<file path="config.mk">
export PLATFORM = sky130hd
export DESIGN_NAME = evm_session_ctrl
export DESIGN_NICKNAME = d
export VERILOG_FILES = /design/src/rtl/evm_session_ctrl.sv
export SDC_FILE = /design/constraint.sdc
export NUM_CORES = 1
export LEC_CHECK = 0
export ABC_AREA = 1
export CORE_MARGIN = 3
export CORE_UTILIZATION = 38
export DETAILED_ROUTE_END_ITERATION = 6
export PLACE_DENSITY = 0.64
export SLEW_MARGIN = 0
export SYNTH_ARGS = -nofsm -noshare
export SYNTH_HDL_FRONTEND = slang
export SYNTH_SLANG_ARGS = --single-unit
</file>
<file path="constraint.sdc">
create_clock -name clk -period 2.8 [get_ports clk]
set_input_delay 0.7 -clock clk [delete_from_list [all_inputs] [get_ports clk]]
set_output_delay 0.7 -clock clk [all_outputs]
set_load 0.01 [all_outputs]
</file>
<file path="src/rtl/evm_session_ctrl.sv">
// Voting-booth session sequencer: ID check against voted bitmap, officer auth, one ballot, commit to tallies.
// check/auth/vote each advance state one edge later; commit lands one edge after vote; no backpressure, inputs are pulses.
module evm_session_ctrl #(
   parameter int VOTERS  = 32,
   parameter int CANDS   = 4,
   parameter int TALLY_W = 8,
   parameter int TIMEOUT = 1000,
   localparam int SW = $clog2(VOTERS),
   localparam int CW = $clog2(CANDS)
) (
   input  logic               clk,
   input  logic               reset_n,
   input  logic               poll_open,
   input  logic [SW-1:0]      serial,
   input  logic               check,
   input  logic               auth,
   input  logic               vote_valid,
   input  logic [CW-1:0]      cand,
   input  logic [CW-1:0]      rd_cand,
   output logic [TALLY_W-1:0] rd_tally,
   output logic               red_led,
   output logic               green_led,
   output logic               busy,
   output logic               reject,
   output logic               timeout,
   output logic               vote_done,
   output logic [SW:0]        voters_done
);

   localparam int TW = (TIMEOUT > 2) ? $clog2(TIMEOUT) : 1;
   localparam logic [TW-1:0]      TMAX    = TW'(TIMEOUT - 1);
   localparam logic [TW-1:0]      T_ONE   = TW'(1);
   localparam logic [SW:0]        V_ONE   = (SW + 1)'(1);
   localparam logic [TALLY_W-1:0] C_ONE   = TALLY_W'(1);
   localparam logic [SW:0]        VOTERS_L = VOTERS[SW:0];
   localparam logic [CW:0]        CANDS_L  = CANDS[CW:0];

   typedef enum logic [1:0] {IDLE, VERIFIED, BALLOT, COMMIT} state_t;

   state_t              state, state_nxt;
   logic [TW-1:0]       timer;
   logic [SW-1:0]       cur_id;
   logic [CW-1:0]       cand_lat;
   logic [VOTERS-1:0]   voted;
   logic [TALLY_W-1:0]  tally [CANDS];
   logic                serial_ok, cand_ok, expired;
   logic                reject_nxt, timeout_nxt, vote_done_nxt;

   assign serial_ok = ({1'b0, serial} < VOTERS_L);
   assign cand_ok   = ({1'b0, cand} < CANDS_L);
   assign expired   = (timer == TMAX);

   // Abort by poll close outranks any advancing event; an advancing event outranks timer expiry.
   always_comb begin
      state_nxt     = state;
      reject_nxt    = 1'b0;
      timeout_nxt   = 1'b0;
      vote_done_nxt = 1'b0;
      case (state)
         IDLE: begin
            if (check) begin
               if (poll_open && serial_ok && !voted[serial]) state_nxt = VERIFIED;
               else                                          reject_nxt = 1'b1;
            end
         end
         VERIFIED: begin
            if (!poll_open)   begin state_nxt = IDLE; timeout_nxt = 1'b1; end
            else if (auth)          state_nxt = BALLOT;
            else if (expired) begin state_nxt = IDLE; timeout_nxt = 1'b1; end
         end
         BALLOT: begin
            if (!poll_open)                  begin state_nxt = IDLE; timeout_nxt = 1'b1; end
            else if (vote_valid && cand_ok)        state_nxt = COMMIT;
            else if (expired)                begin state_nxt = IDLE; timeout_nxt = 1'b1; end
         end
         COMMIT: begin
            state_nxt     = IDLE;
            vote_done_nxt = 1'b1;
         end
         default: state_nxt = IDLE;
      endcase
   end

   always_ff @(posedge clk or negedge reset_n) begin
      if (!reset_n) begin
         state       <= IDLE;
         timer       <= '0;
         cur_id      <= '0;
         cand_lat    <= '0;
         voted       <= '0;
         voters_done <= '0;
         red_led     <= 1'b1;
         green_led   <= 1'b1;
         busy        <= 1'b0;
         reject      <= 1'b0;
         timeout     <= 1'b0;
         vote_done   <= 1'b0;
         for (int i = 0; i < CANDS; i++) tally[i] <= '0;
      end else begin
         state     <= state_nxt;
         reject    <= reject_nxt;
         timeout   <= timeout_nxt;
         vote_done <= vote_done_nxt;
         red_led   <= (state_nxt != VERIFIED);
         green_led <= (state_nxt != BALLOT);
         busy      <= (state_nxt != IDLE);
         if (state_nxt != state)                        timer <= '0;
         else if (state == VERIFIED || state == BALLOT) timer <= timer + T_ONE;
         if (state == IDLE && state_nxt == VERIFIED)    cur_id <= serial;
         if (state == BALLOT && state_nxt == COMMIT)    cand_lat <= cand;
         if (state == COMMIT) begin
            voted[cur_id] <= 1'b1;
            voters_done   <= voters_done + V_ONE;
            if (tally[cand_lat] != '1) tally[cand_lat] <= tally[cand_lat] + C_ONE;
         end
      end
   end

   always_comb begin
      rd_tally = '0;
      if ({1'b0, rd_cand} < CANDS_L) rd_tally = tally[rd_cand];
   end

endmodule

</file>
==> impl_results.md, run 1 <==
- Synth Area in Compound Gates: 11.77%
- Die width: 117.2 um
- Switching Share: 36.04%
- Arrival @ worst endpoint: 1.98 ns
- Inst Count DP: 771
- Top FF cell, synth: dfrtp_1
- Cts bufs inserted: 9
- Synth Cell Area: 0.004698 mm^2
- Worst VDD drop: 0.3173 mV
- Final design utilization: 47.65%
- Top-level port count: 35
- Largest family of logic cells by synthesized area: simple AND/OR/NAND/NOR gates
- Slew Limit Fails: 0
- Pre-antenna DRT Iters: 5
- Crit. Startpoint: rd_cand[0]
- Vias in the first global route: 3735
- R2r startpoint: cand_lat[1]$_DFFE_PN0P_
- Clk_lat worst skew: 0.34 ns
- MaxCap Viol Count: 0
- Final cell count without fillers: 787
- HPWL Detailed: 7682 um
- Rows: 39
- Initial antenna violation count: 0
- DR vias: 3899
- Average wire per standard cell: 14.06 um
- Max Clk Rate: 0.3732 GHz
- Part of the cycle the worst path needs: 95.69%
- # hold bufs at CTS: 0
- Share of post-route cells with drive strength above 1: 8.989%
- Critical path endpoint category: primary output
- Seq cells post-synth: 95
- Async set-reset flop share out of synthesis: 100.0%
- Seq/Total Area, Yosys: 50.65%
- Mux share of post-synthesis cell area: 0.2130%
- Reg2reg path depth: 14
- Antenna cells: 0
- Simple-Gate Fraction of Synth Area: 24.29%
- Sequential share of power: 40.8%
- Maximum root-to-sink buffer count: 2
- Die height: 117.2 um
- GRT Total Usage: 16.97%
- Adder-cell share of the synthesized area: 1.864%
- CTS sink cnt: 95
- CP max stage cell: clkdlybuf4s50_1
- Routed WL: 11060 um
- Synth area leaders: dfrtp_1 (50%), nand2_1 (12%), o21ai_0 (7.2%), nand3_1 (6.2%), inv_1 (5.4%)
- Total power: 4.559 mW
- Crit path max-delay family: buffers and inverters
- Cell Int Power: 2.916 mW
- Top cell type by total area after synthesis: dfrtp_1
- Stages on worst setup path: 5
- Placer Congestion: 0.8771
- Power per cell area: 813.5 mW/mm^2
- Initial DRC count: 388
- Switch Pwr: 1.643 mW
- Largest stage delay, worst path: 0.50 ns
- Post-synth EDFFs: 0
- Area growth syn-to-layout: 19.28%
- Via/cell ratio: 4.954
- Root Driver: clkbuf_16
- Slew @ Worst Pin: 0.5174 ns
- Syn Inst Count: 566
- Die ar.: 0.01373 mm^2
- Commonest cells post-synth: nand2_1 (144), dfrtp_1 (93), inv_1 (68), o21ai_0 (68), nand3_1 (58)
- IO Port Bufs: 34
- Synth top area share: 49.53%
- Top-count cell post-synth: nand2_1
- Nets@finish: 640
- First-pass GRT wire length: 18350 um
- Post-cts repair resize count: 10
- Rel. slew slack: 65.50%
- CORE AREA: 0.01176 mm^2
- Buf/Inv on CP: 3
- Status: completed
- Clock share of power: 27.5%
- Worst setup path endpoint: rd_tally[7]
- Netlist cell types: 34
- Final hold vios: 0
- Warnings, synthesis: 0
- Mean Syn Cell Area: 8.301 um^2
- # H-tree levels: 3
- Reg clk slew, reported paths: 0.07 ns
- CP Cell Sequence: clkdlybuf4s50_1 > buf_4 > o21ai_0 > o22ai_1 > dlygate4sd2_1
- Hold WC Path Type: in -> async
- Comb pwr share: 31.7%
- CTS tree: built
- Initial core utilization: 39.95%
- DRC viols: 0
- Setup Buffers After CTS: 0
- Min Clock Period, post-route: 2.679 ns
- Reg2Reg Setup Slack: 0.35 ns
- Crit-path max FO: 8
- WS Path Type: in -> out
- Worst Path Required: 2.10 ns
- Startpoint types: input port
- Routed Antenna Nets: 0
- Total gr overflow: 0
- Skew final: 0.008360 ns
- Fill cells: 1119
- Post-synthesis net count: 588
- XOR/XNOR Fraction of Synth Area: 3.728%
- Setup-failing EPs final: 0
- Leakage power: 2.740 nW
- Largest net degree at the start of global routing: 59
- Worst r2r dst: tally[11]$_DFFE_PN0P_
- RSZ-0062 raised after global routing: no
==> layout by cell type (no fill, tap or decap), types with 2 or more instances in the layout <==
cell type,instances
nand2_2,3
inv_6,2
dfrtp_1,93
clkdlybuf4s50_1,24
o21ai_1,3
nand3_1,58
o21ai_0,68
clkinvlp_4,2
a221oi_1,2
inv_2,4
nand3_2,4
a22o_1,3
nor2_4,2
nor2_2,3
a21oi_1,4
clkbuf_16,9
dlygate4sd2_1,9
o22ai_1,8
dfstp_2,2
xnor2_1,7
xor2_1,13
nand4_1,5
nand2_1,144
a22oi_1,8
buf_4,19
nor2_1,38
inv_1,67
ha_1,7
==> worst reg2reg max path, cell delays in order (launching register included) <==
cell and delay [ns]:
dfrtp_1 0.45, nand2_1 0.12, inv_2 0.10, a221oi_1 0.38, inv_1 0.16, ha_1 0.25, nand2_1 0.09, nor2_2 0.06
nand2_2 0.07, nor2_4 0.05, nand3_4 0.08, nand3_2 0.15, buf_4 0.23, nand2_1 0.06, o21ai_0 0.07
==> per-layer routing <==
layer  GRT usage [%]  wire (um)  vias up
met2           26.77       5147      107
met5               0          0        -
met4           6.881        164        0
met1           23.30       5186     1841
li1                -          -     1939
met3           2.828        566       12
==> power groups by stage <==
| stage | Combinational [mW] | Clock (mW) | Sequential, mW |
|---|---|---|---|
| 5_1_grt | 1.65 | 1.35 | 1.89 |
| 4_1_cts | 1.45 | 1.28 | 1.85 |
| 6_report | 1.45 | 1.25 | 1.86 |
| 2_1_floorplan | 0.910 | 0 | 1.85 |
| 3_3_place_gp | 1.40 | 0 | 1.87 |
| 3_5_place_dp | 1.44 | 0 | 1.88 |
==> final cells by class <==
type	count	area (um^2)	share of cell area, %
flip-flops and latches	95	2380	42.46
clock buffers	9	225.2	4.019
multi-input cells	388	1967	35.10
repair buffers	53	481.7	8.596
clock inverters	7	78.83	1.407
well taps	164	205.2	3.662
inverters	71	266.5	4.756
==> cells by family after synthesis <==
| family | count (synthesis) |
|---|---|
| xor+xnor | 20 |
| buf+inv | 83 |
| flops | 95 |
| mux | 1 |
| compound gates | 99 |
| fa+ha+maj | 7 |
| simple gates | 261 |
==> state kept, by name, indices dropped and copies added (netlist names) <==
name / count
voters_done: 6
state: 2
reject: 1
timer: 10
voted: 32
busy: 1
cur_id: 5
vote_done: 1
cand_lat: 2
red_led: 1
timeout: 1
tally: 32
green_led: 1
==> worst min path at each step <==
| stage | startpoint | to | cells after the start |
|---|---|---|---|
| after floorplan | reset_n | busy$_DFF_PN0_ | 0 |
| after global placement | voted[0]$_DFFE_PN0P_ | voted[0]$_DFFE_PN0P_ | 2 |
| after detailed placement | voted[8]$_DFFE_PN0P_ | voted[8]$_DFFE_PN0P_ | 2 |
| after CTS | reset_n | voters_done[4]$_DFFE_PN0P_ | 1 |
| after global routing | reset_n | voters_done[2]$_DFFE_PN0P_ | 1 |
| final | reset_n | voters_done[2]$_DFFE_PN0P_ | 1 |
==> metrics by stage <==
stage	instance area (um^2)	hold slack (ns)	TNS [ns]	setup WS [ns]
detailed placement	5311	0.4454	-2.314	-0.2939
CTS	5604	0.3397	0	0.1198
global placement	5311	0.4381	-1.941	-0.2834
floorplan	4698	0.4044	0	0.6292
finish	5604	0.3326	0	0.1207
global route	5604	0.3589	0	0.02076
No activity file was read; power rests on OpenSTA's default activity.
==> run 2: changes to the inputs <==
ABC_CLOCK_PERIOD_IN_PS = 2800   (was unset)
==> results of run 2 <==
The final DEF is identical to that of run 1; final timing and power are the same.
==> run 3: changes to the inputs <==
ABC_AREA = unset   (was 1)
==> run 3 against run 2 <==
  * Sequential power grew 13%
  * Critical path depth grew 4
  * Total power grew 15%
  * Clock power is essentially flat
  * Highest routed layer unchanged
==> impl_results.md, run 3 <==
- Status: completed
- Warnings, synthesis: 0 (unchanged)
- DR vias: 3173 (-19%)
- Final hold vios: 0 (unchanged)
- XOR/XNOR Fraction of Synth Area: 3.779% (+0.050 points)
- Top-count cell post-synth: dfrtp_1
- Setup Buffers After CTS: 0 (unchanged)
- Root Driver: clkbuf_16
- HPWL Detailed: 6944 um (-9.6%)
- Syn Inst Count: 395 (-30%)
- Routed WL: 9594 um (-13%)
- Seq cells post-synth: 95 (unchanged)
- Min Clock Period, post-route: 2.663 ns (-0.01650 ns)
- Initial antenna violation count: 0 (unchanged)
- Vias in the first global route: 3098 (-17%)
- Placer Congestion: 0.8312 (-5.2%)
- Die height: 116.5 um (-0.63%)
- Netlist cell types: 49 (+44%)
- Async set-reset flop share out of synthesis: 100.0% (unchanged)
- Via/cell ratio: 5.387 (+8.7%)
- Commonest non-fill, non-tap cells in the layout: dfrtp_1 (93), nand2_1 (40), nor2_1 (29)
- Rows: 39 (unchanged)
- Largest net degree at the start of global routing: 49 (-17%)
- Worst Path Required: 3.03 ns (+0.93 ns)
- Setup-failing EPs final: 0 (unchanged)
- RSZ-0062 raised after global routing: no
- Die width: 116.5 um (-0.63%)
- Crit-path max FO: 17 (+9)
- Area growth syn-to-layout: 19.62%
- Worst VDD drop: 0.4598 mV (+45%)
- Clock share of power: 23.7% (-3.8 points)
- Maximum root-to-sink buffer count: 2 (unchanged)
- Arrival @ worst endpoint: 2.89 ns (+0.91 ns)
- Hold WC Path Type: in -> async
- Pre-antenna DRT Iters: 4 (-1)
- Synth top area share: 50.20% (+0.67 points)
- MaxCap Viol Count: 0 (unchanged)
- Average wire per standard cell: 16.29 um (+16%)
- Share of post-route cells with drive strength above 1: 17.71% (+8.7 points)
- Largest family of logic cells by synthesized area: multiplexers
- Die ar.: 0.01356 mm^2 (-1.3%)
- Commonest non-fill, non-tap cell in the layout: dfrtp_1
- Hold slack: 0.3562 ns (+0.02355 ns)
- Top-level port count: 35 (unchanged)
- Seq/Total Area, Yosys: 51.34% (+0.68 points)
- GRT Total Usage: 15.25% (-1.7 points)
- Slew @ Worst Pin: 0.6022 ns (+0.08472 ns)
- # hold bufs at CTS: 0 (unchanged)
- Final design utilization: 47.55% (-0.11 points)
- Cell Int Power: 3.450 mW (+18%)
- CTS tree: built
- IO Port Bufs: 34 (unchanged)
- CTS sink cnt: 95 (unchanged)
- Setup WS pre-CTS: -0.2708 ns (+0.02305 ns)
- Nets@finish: 464 (-28%)
- Part of the cycle the worst path needs: 95.10% (-0.59 points)
- Startpoint types: input port
- Power per cell area: 948.8 mW/mm^2 (+17%)
- WS Path Type: in -> reg
- Top cell type by total area after synthesis: dfrtp_1
- Adder-cell share of the synthesized area: 1.889% (+0.025 points)
- Comb pwr share: 36.4% (+4.7 points)
- # H-tree levels: 3 (unchanged)
- Clk_lat worst skew: 0.35 ns (about the same)
- Initial DRC count: 225 (-42%)
- Cts bufs inserted: 9 (unchanged)
- Antenna cells: 0 (unchanged)
- Synth Area in Compound Gates: 11.28% (-0.49 points)
- Switch Pwr: 1.811 mW (+10%)
- Critical path endpoint category: register
- Slew Limit Fails: 0 (unchanged)
- Commonest cells post-synth: dfrtp_1 (93), nand2_1 (40), nor2_1 (29)
- First-pass GRT wire length: 15990 um (-13%)
- DRC viols: 0 (unchanged)
- Max Clk Rate: 0.3755 GHz (+0.62%)
- Mux share of post-synthesis cell area: 16.63% (+16 points)
- CORE AREA: 0.01166 mm^2 (-0.83%)
- Sequential share of power: 39.9% (-0.9 points)
- Reg clk slew, reported paths: 0.06 ns (about the same)
- Synth Cell Area: 0.004636 mm^2 (-1.3%)
- Largest regs: tally (32), voted (32), timer (10)
- Total gr overflow: 0 (unchanged)
- Initial core utilization: 39.75% (-0.20 points)
- Routed Antenna Nets: 0 (unchanged)
- Post-synthesis net count: 417 (-29%)
- Rel. slew slack: 59.86% (-5.6 points)
- Worst Slack Setup Final: 0.1372 ns (+0.01650 ns)
- Leakage power: 2.591 nW (-5.5%)
- Synth area leaders: dfrtp_1 (50%), mux4_2 (7.3%), mux2_2 (4.1%), mux2i_1 (3.7%), nand2_1 (3.2%)
- Switching Share: 34.42% (-1.6 points)
- Post-synth EDFFs: 0 (unchanged)
- Top FF cell, synth: dfrtp_1
- Simple-Gate Fraction of Synth Area: 12.39% (-12 points)
- Mean Syn Cell Area: 11.74 um^2 (+41%)
- Skew final: 0.007572 ns (-0.0007885 ns)
==> run 3: cell count changes in the layout (fill, tap and decap cells not counted), moves of 5 or more <==
cell / before / now
nand2_1: 144 / 40
inv_1: 67 / 6
o21ai_0: 68 / 13
nand3_1: 58 / 10
mux2_2: 0 / 17
a21o_1: 0 / 16
mux2i_1: 1 / 17
o21bai_1: 1 / 17
mux4_2: 0 / 15
nor2_1: 38 / 29
a21oi_1: 4 / 11
o22ai_1: 8 / 1
nand2b_1: 1 / 6
==> run 3: kinds of logic after synthesis <==
logic type               after synthesis
AO/OA/AOI/OAI                         78
XOR/XNOR                              20
adder cells (fa/ha/maj)                7
buffers and inverters                 24
flip-flops                            95
multiplexers                          53
AND/OR/NAND/NOR                      118
==> run 3: layout make-up <==
type | instances | area (um^2)
clock buffer | 12 | 256.5
clock inverter | 3 | 42.54
fill | 1045 | 6117
inverter | 6 | 22.52
multi-input combinational | 276 | 2135
sequential | 95 | 2380
tap | 143 | 178.9
timing repair buffer | 54 | 530.5
==> run 3: power by group through the flow <==
stage | clock network (mW) | registers, mW | logic (mW)
floorplan | 0 | 1.98 | 1.35
global placement | 0 | 2.12 | 1.89
detailed placement | 0 | 2.13 | 1.93
CTS | 1.28 | 2.11 | 1.93
global route | 1.34 | 2.16 | 2.12
finish | 1.25 | 2.10 | 1.92
==> run 3: repair_timing <==
item / CTS / global route
endpoints found under the hold margin: 0 / 0
gates cloned: 0 / 0
setup endpoints to repair: 8 / 3
gates resized for setup: 12 / 1
==> run 3: metal layers <==
layer | wire (um) | track usage [%] | vias to the layer above
li1 | - | - | 1511
met1 | 4625 | 21.08 | 1587
met2 | 4445 | 23.34 | 60
met3 | 360 | 4.041 | 15
met4 | 163 | 5.259 | 0
met5 | 0 | 0 | -
==> run 3: worst paths after layout <==
| path | from | end | slack (ns) | cells after the start |
|---|---|---|---|---|
| worst max register to register | cand_lat[0]$_DFFE_PN0P_ | tally[10]$_DFFE_PN0P_ | 0.20 | 8 |
| worst max-delay path | serial[2] | cand_lat[1]$_DFFE_PN0P_ | 0.14 | 9 |
| worst min register to register | voted[6]$_DFFE_PN0P_ | voted[6]$_DFFE_PN0P_ | 0.45 | 1 |
| worst min-delay path | reset_n | voters_done[4]$_DFFE_PN0P_ | 0.36 | 1 |
| min in group clk | voted[6]$_DFFE_PN0P_ | voted[6]$_DFFE_PN0P_ | 0.45 | 1 |
| max in group asynchronous | reset_n | green_led$_DFF_PN1_ | 1.67 | 2 |
==> run 3: per-stage QoR <==
| stage | instance area [um^2] | instances | power, mW | TNS [ns] |
|---|---|---|---|---|
| after CTS | 5542 | 589 | 5.315 | 0 |
| after floorplan | 4636 | 395 | 3.331 | 0 |
| after global routing | 5545 | 589 | 5.619 | 0 |
| after detailed placement | 5250 | 574 | 4.061 | -3.803 |
| after global placement | 5250 | 574 | 4.016 | -2.967 |
| final | 5545 | 589 | 5.261 | 0 |
==> run 3: critical path: stages <==
cell,delay [ns]
clkdlybuf4s50_1,0.50
buf_12,0.18
mux2i_1,0.10
a211oi_1,0.26
nand3_1,0.12
and4_1,0.23
a41oi_2,0.23
o2111ai_1,0.22
mux2_2,0.33
